--- src/rtl/lmsm_sequencer.sv ---
// Load-multiple / store-multiple sequencer: scans a register mask and moves the
// selected registers to/from consecutive memory words. Optional macro: LMSM_TIMEOUT_EN.
module lmsm_sequencer #(
  parameter int unsigned NREG    = 8,
  parameter int unsigned DATA_W  = 16,
  parameter int unsigned ADDR_W  = 16,
  parameter int unsigned TIMEOUT = 15,
  localparam int unsigned IDX_W  = $clog2(NREG)
) (
  input  logic              clk,
  input  logic              reset,
  input  logic              start,
  input  logic              is_store,
  input  logic [ADDR_W-1:0] base_addr,
  input  logic [NREG-1:0]   reg_mask,
  output logic              busy,
  output logic              done,
  output logic              err,
  output logic              mem_req,
  output logic              mem_we,
  output logic [ADDR_W-1:0] mem_addr,
  output logic [DATA_W-1:0] mem_wdata,
  input  logic [DATA_W-1:0] mem_rdata,
  input  logic              mem_ready,
  output logic [IDX_W-1:0]  rf_idx,
  input  logic [DATA_W-1:0] rf_rdata,
  output logic              rf_wen,
  output logic [DATA_W-1:0] rf_wdata
);

  typedef enum logic [2:0] {
    S_IDLE,
    S_SCAN,
    S_ACCESS,
    S_WB,
    S_DONE
  } state_t;

  state_t           state;
  state_t           next_state;
  logic [NREG-1:0]  mask;
  logic             store_q;
  logic [IDX_W-1:0] low_idx;

  if ((NREG < 2) || ((NREG & (NREG - 1)) != 0) || (TIMEOUT == 0)) begin : g_bad_param
    $error("lmsm_sequencer: NREG must be a power of 2 >= 2 and TIMEOUT nonzero");
  end

  assign mem_wdata = rf_rdata;

  // Lowest set bit of the remaining mask.
  always_comb begin
    low_idx = '0;
    for (int i = int'(NREG) - 1; i >= 0; i--) begin
      if (mask[i]) low_idx = IDX_W'(i);
    end
  end

`ifdef LMSM_TIMEOUT_EN
  localparam int unsigned CNT_W = $clog2(TIMEOUT + 1);
  logic [CNT_W-1:0] wait_cnt;
  logic             abort;

  // Wait counter restarts every time ACCESS is entered.
  always_ff @(posedge clk or posedge reset) begin
    if (reset) begin
      wait_cnt <= '0;
    end else if (state != S_ACCESS) begin
      wait_cnt <= '0;
    end else if (!mem_ready) begin
      wait_cnt <= wait_cnt + CNT_W'(1);
    end
  end
`endif

  always_ff @(posedge clk or posedge reset) begin
    if (reset) state <= S_IDLE;
    else       state <= next_state;
  end

  always_comb begin
    next_state = state;
`ifdef LMSM_TIMEOUT_EN
    abort = 1'b0;
`endif
    case (state)
      S_IDLE:   if (start) next_state = S_SCAN;
      S_SCAN:   next_state = (mask == '0) ? S_DONE : S_ACCESS;
      S_ACCESS: begin
        if (mem_ready) begin
          next_state = store_q ? S_SCAN : S_WB;
        end
`ifdef LMSM_TIMEOUT_EN
        else if (wait_cnt == CNT_W'(TIMEOUT - 1)) begin
          next_state = S_DONE;
          abort      = 1'b1;
        end
`endif
      end
      S_WB:     next_state = S_SCAN;
      S_DONE:   next_state = S_IDLE;
      default:  next_state = S_IDLE;
    endcase
  end

  // Transfer bookkeeping: mask, address, register index, load data.
  always_ff @(posedge clk or posedge reset) begin
    if (reset) begin
      mask     <= '0;
      store_q  <= 1'b0;
      mem_addr <= '0;
      rf_idx   <= '0;
      rf_wdata <= '0;
    end else begin
      case (state)
        S_IDLE: begin
          if (start) begin
            mask     <= reg_mask;
            mem_addr <= base_addr;
            store_q  <= is_store;
          end
        end
        S_SCAN: begin
          if (mask != '0) rf_idx <= low_idx;
        end
        S_ACCESS: begin
          if (mem_ready) begin
            if (store_q) begin
              mask[rf_idx] <= 1'b0;
              mem_addr     <= mem_addr + ADDR_W'(1);
            end else begin
              rf_wdata <= mem_rdata;
            end
          end
`ifdef LMSM_TIMEOUT_EN
          else if (abort) begin
            mask <= '0;
          end
`endif
        end
        S_WB: begin
          mask[rf_idx] <= 1'b0;
          mem_addr     <= mem_addr + ADDR_W'(1);
        end
        default: ;
      endcase
    end
  end

  // Status and strobes are registered from the next state.
  always_ff @(posedge clk or posedge reset) begin
    if (reset) begin
      busy    <= 1'b0;
      done    <= 1'b0;
      mem_req <= 1'b0;
      mem_we  <= 1'b0;
      rf_wen  <= 1'b0;
    end else begin
      busy    <= (next_state != S_IDLE);
      done    <= (next_state == S_DONE);
      mem_req <= (next_state == S_ACCESS);
      mem_we  <= (next_state == S_ACCESS) && store_q;
      rf_wen  <= (next_state == S_WB);
    end
  end

`ifdef LMSM_TIMEOUT_EN
  always_ff @(posedge clk or posedge reset) begin
    if (reset) err <= 1'b0;
    else       err <= abort;
  end
`else
  assign err = 1'b0;
`endif

endmodule

--- config.mk ---
export PLATFORM = sky130hd
export DESIGN_NAME = lmsm_sequencer
export DESIGN_NICKNAME = d
export VERILOG_FILES = /design/src/rtl/lmsm_sequencer.sv
export SDC_FILE = /design/constraint.sdc
export NUM_CORES = 1
export LEC_CHECK = 0
export ABC_AREA = 1
export CAP_MARGIN = 15
export CORE_MARGIN = 2
export CORE_UTILIZATION = 29
export DETAILED_ROUTE_END_ITERATION = 7
export HOLD_SLACK_MARGIN = 0.02
export MAX_ROUTING_LAYER = met4
export PLACE_DENSITY = 0.65
export SLEW_MARGIN = 20
export SYNTH_ARGS = -nofsm -noshare
export SYNTH_HDL_FRONTEND = slang
export SYNTH_SLANG_ARGS = --single-unit
--- constraint.sdc ---
create_clock -name clk -period 1.6 [get_ports clk]
set_input_delay 0.16 -clock clk [delete_from_list [all_inputs] [get_ports clk]]
set_output_delay 0.16 -clock clk [all_outputs]
set_load 0.02 [all_outputs]
# Yosys cells after proc, flatten, opt, wreduce, memory -nomap -nowiden
# Index checks and enable logic that the tools add are counted.
# W data, S select, Z words.
dict set report totals {
  regBits 52
  out_inout_bits 57
}
dict set report op_classes {
  addsub 1
  order_cmp 2
  n_eq_ne 9
  mux 23
  bitwise_logic 3
  n_reduce_logical 11
}
# cell n
set ops {}
lappend ops {{$mux W16} 3}
lappend ops {{$pmux W16 S3} 1}
lappend ops {{$mux W3} 11}
lappend ops {{$mux W8} 3}
lappend ops {{$pmux W8 S3} 1}
lappend ops {{$add A16 B1 Y16 const B} 1}
lappend ops {{$eq A3 B2 Y1 const B} 4}
lappend ops {{$pmux W3 S4} 1}
lappend ops {{$and A8 B8 Y8} 1}
lappend ops {{$logic_not A8 Y1} 1}
lappend ops {{$not A8 Y8} 1}
lappend ops {{$reduce_bool A8 Y1} 1}
lappend ops {{$ne A2 B2 Y1 const B} 3}
lappend ops {{$reduce_bool A3 Y1} 2}
lappend ops {{$lt A3 B4 Y1 const B} 1}
lappend ops {{$reduce_and A2 Y1} 2}
lappend ops {{$reduce_and A4 Y1} 1}
lappend ops {{$demux W1 S3} 1}
lappend ops {{$eq A3 B1 Y1 const B} 1}
lappend ops {{$eq A3 B3 Y1 const B} 1}
lappend ops {{$ge A3 B1 Y1 const B} 1}
lappend ops {{$logic_not A3 Y1} 1}
lappend ops {{$reduce_and A3 Y1} 1}
lappend ops {{$logic_and A1 B1 Y1} 2}
lappend ops {{other kinds (3)} 3}

# Longest topological paths before layout
dict set report depth {
  ltp_word 9
  ltp_mapped 9
}

# Worst setup path after synthesis
# OpenSTA, ideal clock, no wires.
dict set report synth_timing {
  path_type {flip-flop to flip-flop}
  start {register mem_addr[0]}
  end {register mem_addr[14]}
  setup_ps 117
  t_arrival_ps 1356
  t_required_ps 1483
  slack_ps 127
  stages_incl_launch_ff 9
  n_path_buf 0
  path_cell_list {dfrtp_1 ha_1 nand3_1 nor2_1 nand3_1 nand2_1 nand3_1 nand2_1 nand2_1}
}
dict set report synth_between {
  elab_chain_cells 4
}
# item line_no
set synth_rtl {}
lappend synth_rtl {{start: declaration} 21} ;# output logic [ADDR_W-1:0] mem_addr,
lappend synth_rtl {{start signal: assignment} 119} ;# mem_addr <= base_addr;
lappend synth_rtl {{start signal: assignment} 130} ;# mem_addr <= mem_addr + ADDR_W'(1);
lappend synth_rtl {{start signal: assignment} 143} ;# mem_addr <= mem_addr + ADDR_W'(1);
lappend synth_rtl {{$add A16 B1 Y16 *} {130, 143}}
lappend synth_rtl {{$mux W16} 128} ;# if (store_q) begin
lappend synth_rtl {{$mux W16} 127} ;# if (mem_ready) begin
lappend synth_rtl {{$pmux W16 S3 *} 115} ;# case (state)
# Every way passes the cells marked *; elsewhere a longest branch is shown, timed or not. The select of a mux whose other input is x is not followed.
# A chain may end at the register's enable or synchronous reset.

# Final worst setup path
dict set report layout_timing {
  start {register rf_idx[1]}
  end {output port rf_idx[1]}
}
# item line_no
set layout_lines {}
lappend layout_lines {{start: declaration} 25} ;# output logic [IDX_W-1:0] rf_idx,
lappend layout_lines {{start signal: assignment} 124} ;# if (mask != '0) rf_idx <= low_idx;
# No word-level cell between the ends.

==> impl_metrics.csv <==
group,metric,value,unit
clock_network,cts_root_buf,"clkbuf_8",
critical_path,startpoint_type,"register",
floorplanning,core-area,9729,um2
sta,slew_violations,0,
routing,vias,2602,
floorplanning,die_h,103.8,um
routing,dr.pass1.iters,4,
critical_path,cp-end-kind,"output port",
critical_path,worst-setup-path-type,"register to output port",
global_route,grt_pass1_wl,12300,um
critical_path,cpPeakStageDelay,0.64,ns
pwr,power.leakage,0.002021,uW
clock_network,cts_hold_buf,0,
floorplanning,die_x,103.8,um
run,maxCapViolCount,0,
pwr,irDropWorstVdd,898.0,uV
global_route,track_usage,13.97,%
clock_network,cts_tree,"yes",
floorplanning,die-area,10770,um2
status,run_status,"complete, no violations",
hold_path,holdCritPathClass,"input pin to async pin",
critical_path,arrival,1.39,ns
clock_network,clk_pin_slew_worst_paths,0.10,ns
yosys,ys_seq_area_share,45.06,%
sta,setup_violations,0,
yosys,synth-seq-cells,52,
clock_network,cts.sinks,52,
yosys,avgSynthCellArea,7.462,um2
placed_design,gp_congestion,0.8388,
yosys,synth_top_area_share,45.06,%
yosys,synth.distinct_cells,32,
layout,num-fill-cells,1038,
critical_path,path_delay_family,"buffers and inverters",
routing,drt-total-wl,7027,um
layout,antennaDiodeCount,0,
yosys,syn_inst,387,
routing,drc,0,
sta,fin_worst_skew,0.01306,ns
placed_design,io_buffers,84,
yosys,synth_area,2888,um2
critical_path,crit_chain,"clkdlybuf4s50_1",
layout,area_growth,36.91,%
critical_path,slowest_stage,"clkdlybuf4s50_1",
floorplanning,ioPinCount,118,
yosys,synth_warnings,0,
sta,finalCriticalPeriod,1.548,ns
sta,rsz0062_at_grt,"false",
sta,finalSetupTns,0,ns
routing,drt_iter0_markers,68,
clock_network,post-cts-setup-buffers,0,
clock_network,clk_latency,0.31,ns
pwr,sequentialPowerShare,31.5,%
critical_path,critPathMaxFanout,5,
pwr,sw_frac_of_total,45.46,%
clock_network,cts.htree.levels,2,
pwr,p_sw,3561,uW
sta,finalHoldViolCount,0,
pwr,power_frac_comb,56.0,%
routing,postRouteAntennaNets,0,
floorplanning,num_rows,36,
clock_network,cts_resized,3,
layout,drive_gt1_share,8.207,%
global_route,grt_overflow,0,
pwr,clkPwrFrac,12.4,%
clock_network,max-clock-path-buffers,2,
critical_path,worst-path-buf-inv,1,
layout,nets,524,
layout,most-common-layout-cells,"nand2_1, clkdlybuf4s50_1, dfrtp_1, nor2_1, inv_1",
critical_path,cp.required,1.44,ns
routing,wl_per_cell,11.79,um
yosys,synth.area.top_cells,"dfrtp_1, nand2_1, nor2_1, inv_1, buf_4",
yosys,synth_area_leader_cell,"dfrtp_1",
global_route,grt_pass1_vias,2694,
clock_network,cts_made_buffers,5,
routing,vias_per_cell,4.366,
global_route,grt_max_degree,53,
layout,layout_commonest_cell,"nand2_1",
placed_design,dp_hpwl,5199,um
yosys,synth_nets,449,
layout,utilization,40.64,%
sta,max_freq,646.0,MHz
sta,fin_crit_sh,96.74,%
pwr,power.density,1981,nW/um2
pwr,p_int,4273,uW
floorplanning,start_util,29.68,%
global_route,antenna_found_initial,0,
-- worst register-to-register path: cells and delay by family (launching register included) --
family	cells	cell delay, ns
flip-flops	1	0.40
AND/OR/NAND/NOR	5	0.45
adder cells (fa/ha/maj)	1	0.23
buffers and inverters	1	0.06
XOR/XNOR	1	0.15
-- power by group through the flow --
stage / registers, uW / clock network [uW] / logic (uW)
5_1_grt: 2560 / 1060 / 4930
4_1_cts: 2480 / 1010 / 4460
6_report: 2470 / 974 / 4390
2_1_floorplan: 2950 / 0 / 2360
3_3_place_gp: 2490 / 0 / 4380
3_5_place_dp: 2500 / 0 / 4470
-- through the flow --
| stage | instance area (um2) | total power, uW | hold slack, ns | std cells | setup WS (ns) |
|---|---|---|---|---|---|
| global route | 3954 | 8544 | 0.2437 | 596 | 0.001814 |
| detailed placement | 3804 | 6968 | 0.3201 | 588 | 0.06820 |
| CTS | 3921 | 7945 | 0.2216 | 596 | 0.006085 |
| floorplan | 2888 | 5309 | 0.2696 | 387 | 0.1274 |
| global placement | 3804 | 6868 | 0.3201 | 588 | 0.07662 |
| finish | 3954 | 7834 | 0.2163 | 596 | 0.05213 |
-- routing by layer --
layer	global-route usage, %	part of all wire, %
met1	16.97	45
met3	3.021	5.8
met2	23.65	47
met4	3.668	1.3
met5	-	0
-- sequential cells by signal, indices dropped and copies added (netlist names), 3 cells and up --
signal	cells
rf_idx	3
state	3
rf_wdata	16
mem_addr	16
mask	8
-- layout make-up --
| type | instances | area [um2] | share of cell area [%] |
|---|---|---|---|
| repair buffers | 95 | 972.2 | 24.59 |
| well taps | 133 | 166.4 | 4.209 |
| clock buffers | 6 | 82.58 | 2.089 |
| multi-input cells | 264 | 1224 | 30.95 |
| inverters | 44 | 168.9 | 4.272 |
| clock inverters | 2 | 38.79 | 0.9810 |
| flip-flops and latches | 52 | 1301 | 32.91 |
-- Yosys cell counts (all sizes together) --
cell type,number
nand3,20
clkinv,1
xor2,3
conb,1
a31oi,5
nand2,139
xnor2,1
o21ai,24
nand4,3
a22oi,1
nor3,1
o31ai,6
nor3b,2
dfrtp,52
o21bai,2
nor2,52
buf,27
ha,1
a21oi,3
inv,43
-- path summary, 6_finish.rpt --
kind | from | endpoint | slack (ns) | depth (start not counted)
worst max register to register | mem_addr[0]$_DFFE_PP0P_ | mem_addr[8]$_DFFE_PP0P_ | 0.19 | 8
min in group clk | rf_rdata[1] | mem_wdata[1] | 0.32 | 0
worst min register to register | rf_wdata[6]$_DFFE_PP0P_ | rf_wdata[6]$_DFFE_PP0P_ | 0.49 | 2
worst min-delay path | reset | rf_wdata[9]$_DFFE_PP0P_ | 0.22 | 3
max in group asynchronous | reset | mem_addr[9]$_DFFE_PP0P_ | 1.14 | 3
worst max-delay path | rf_idx[1]$_DFFE_PP0P_ | rf_idx[1] | 0.05 | 1
-- cells by family after synthesis --
group	Yosys count	synth area share (%)
buffers and inverters	71	12.65
AO/OA/AOI/OAI	41	8.666
XOR/XNOR	4	1.213
other	1	0.1299
AND/OR/NAND/NOR	217	31.85
flip-flops	52	45.06
adder cells (fa/ha/maj)	1	0.4332
Power figures use the tool's default switching activity.
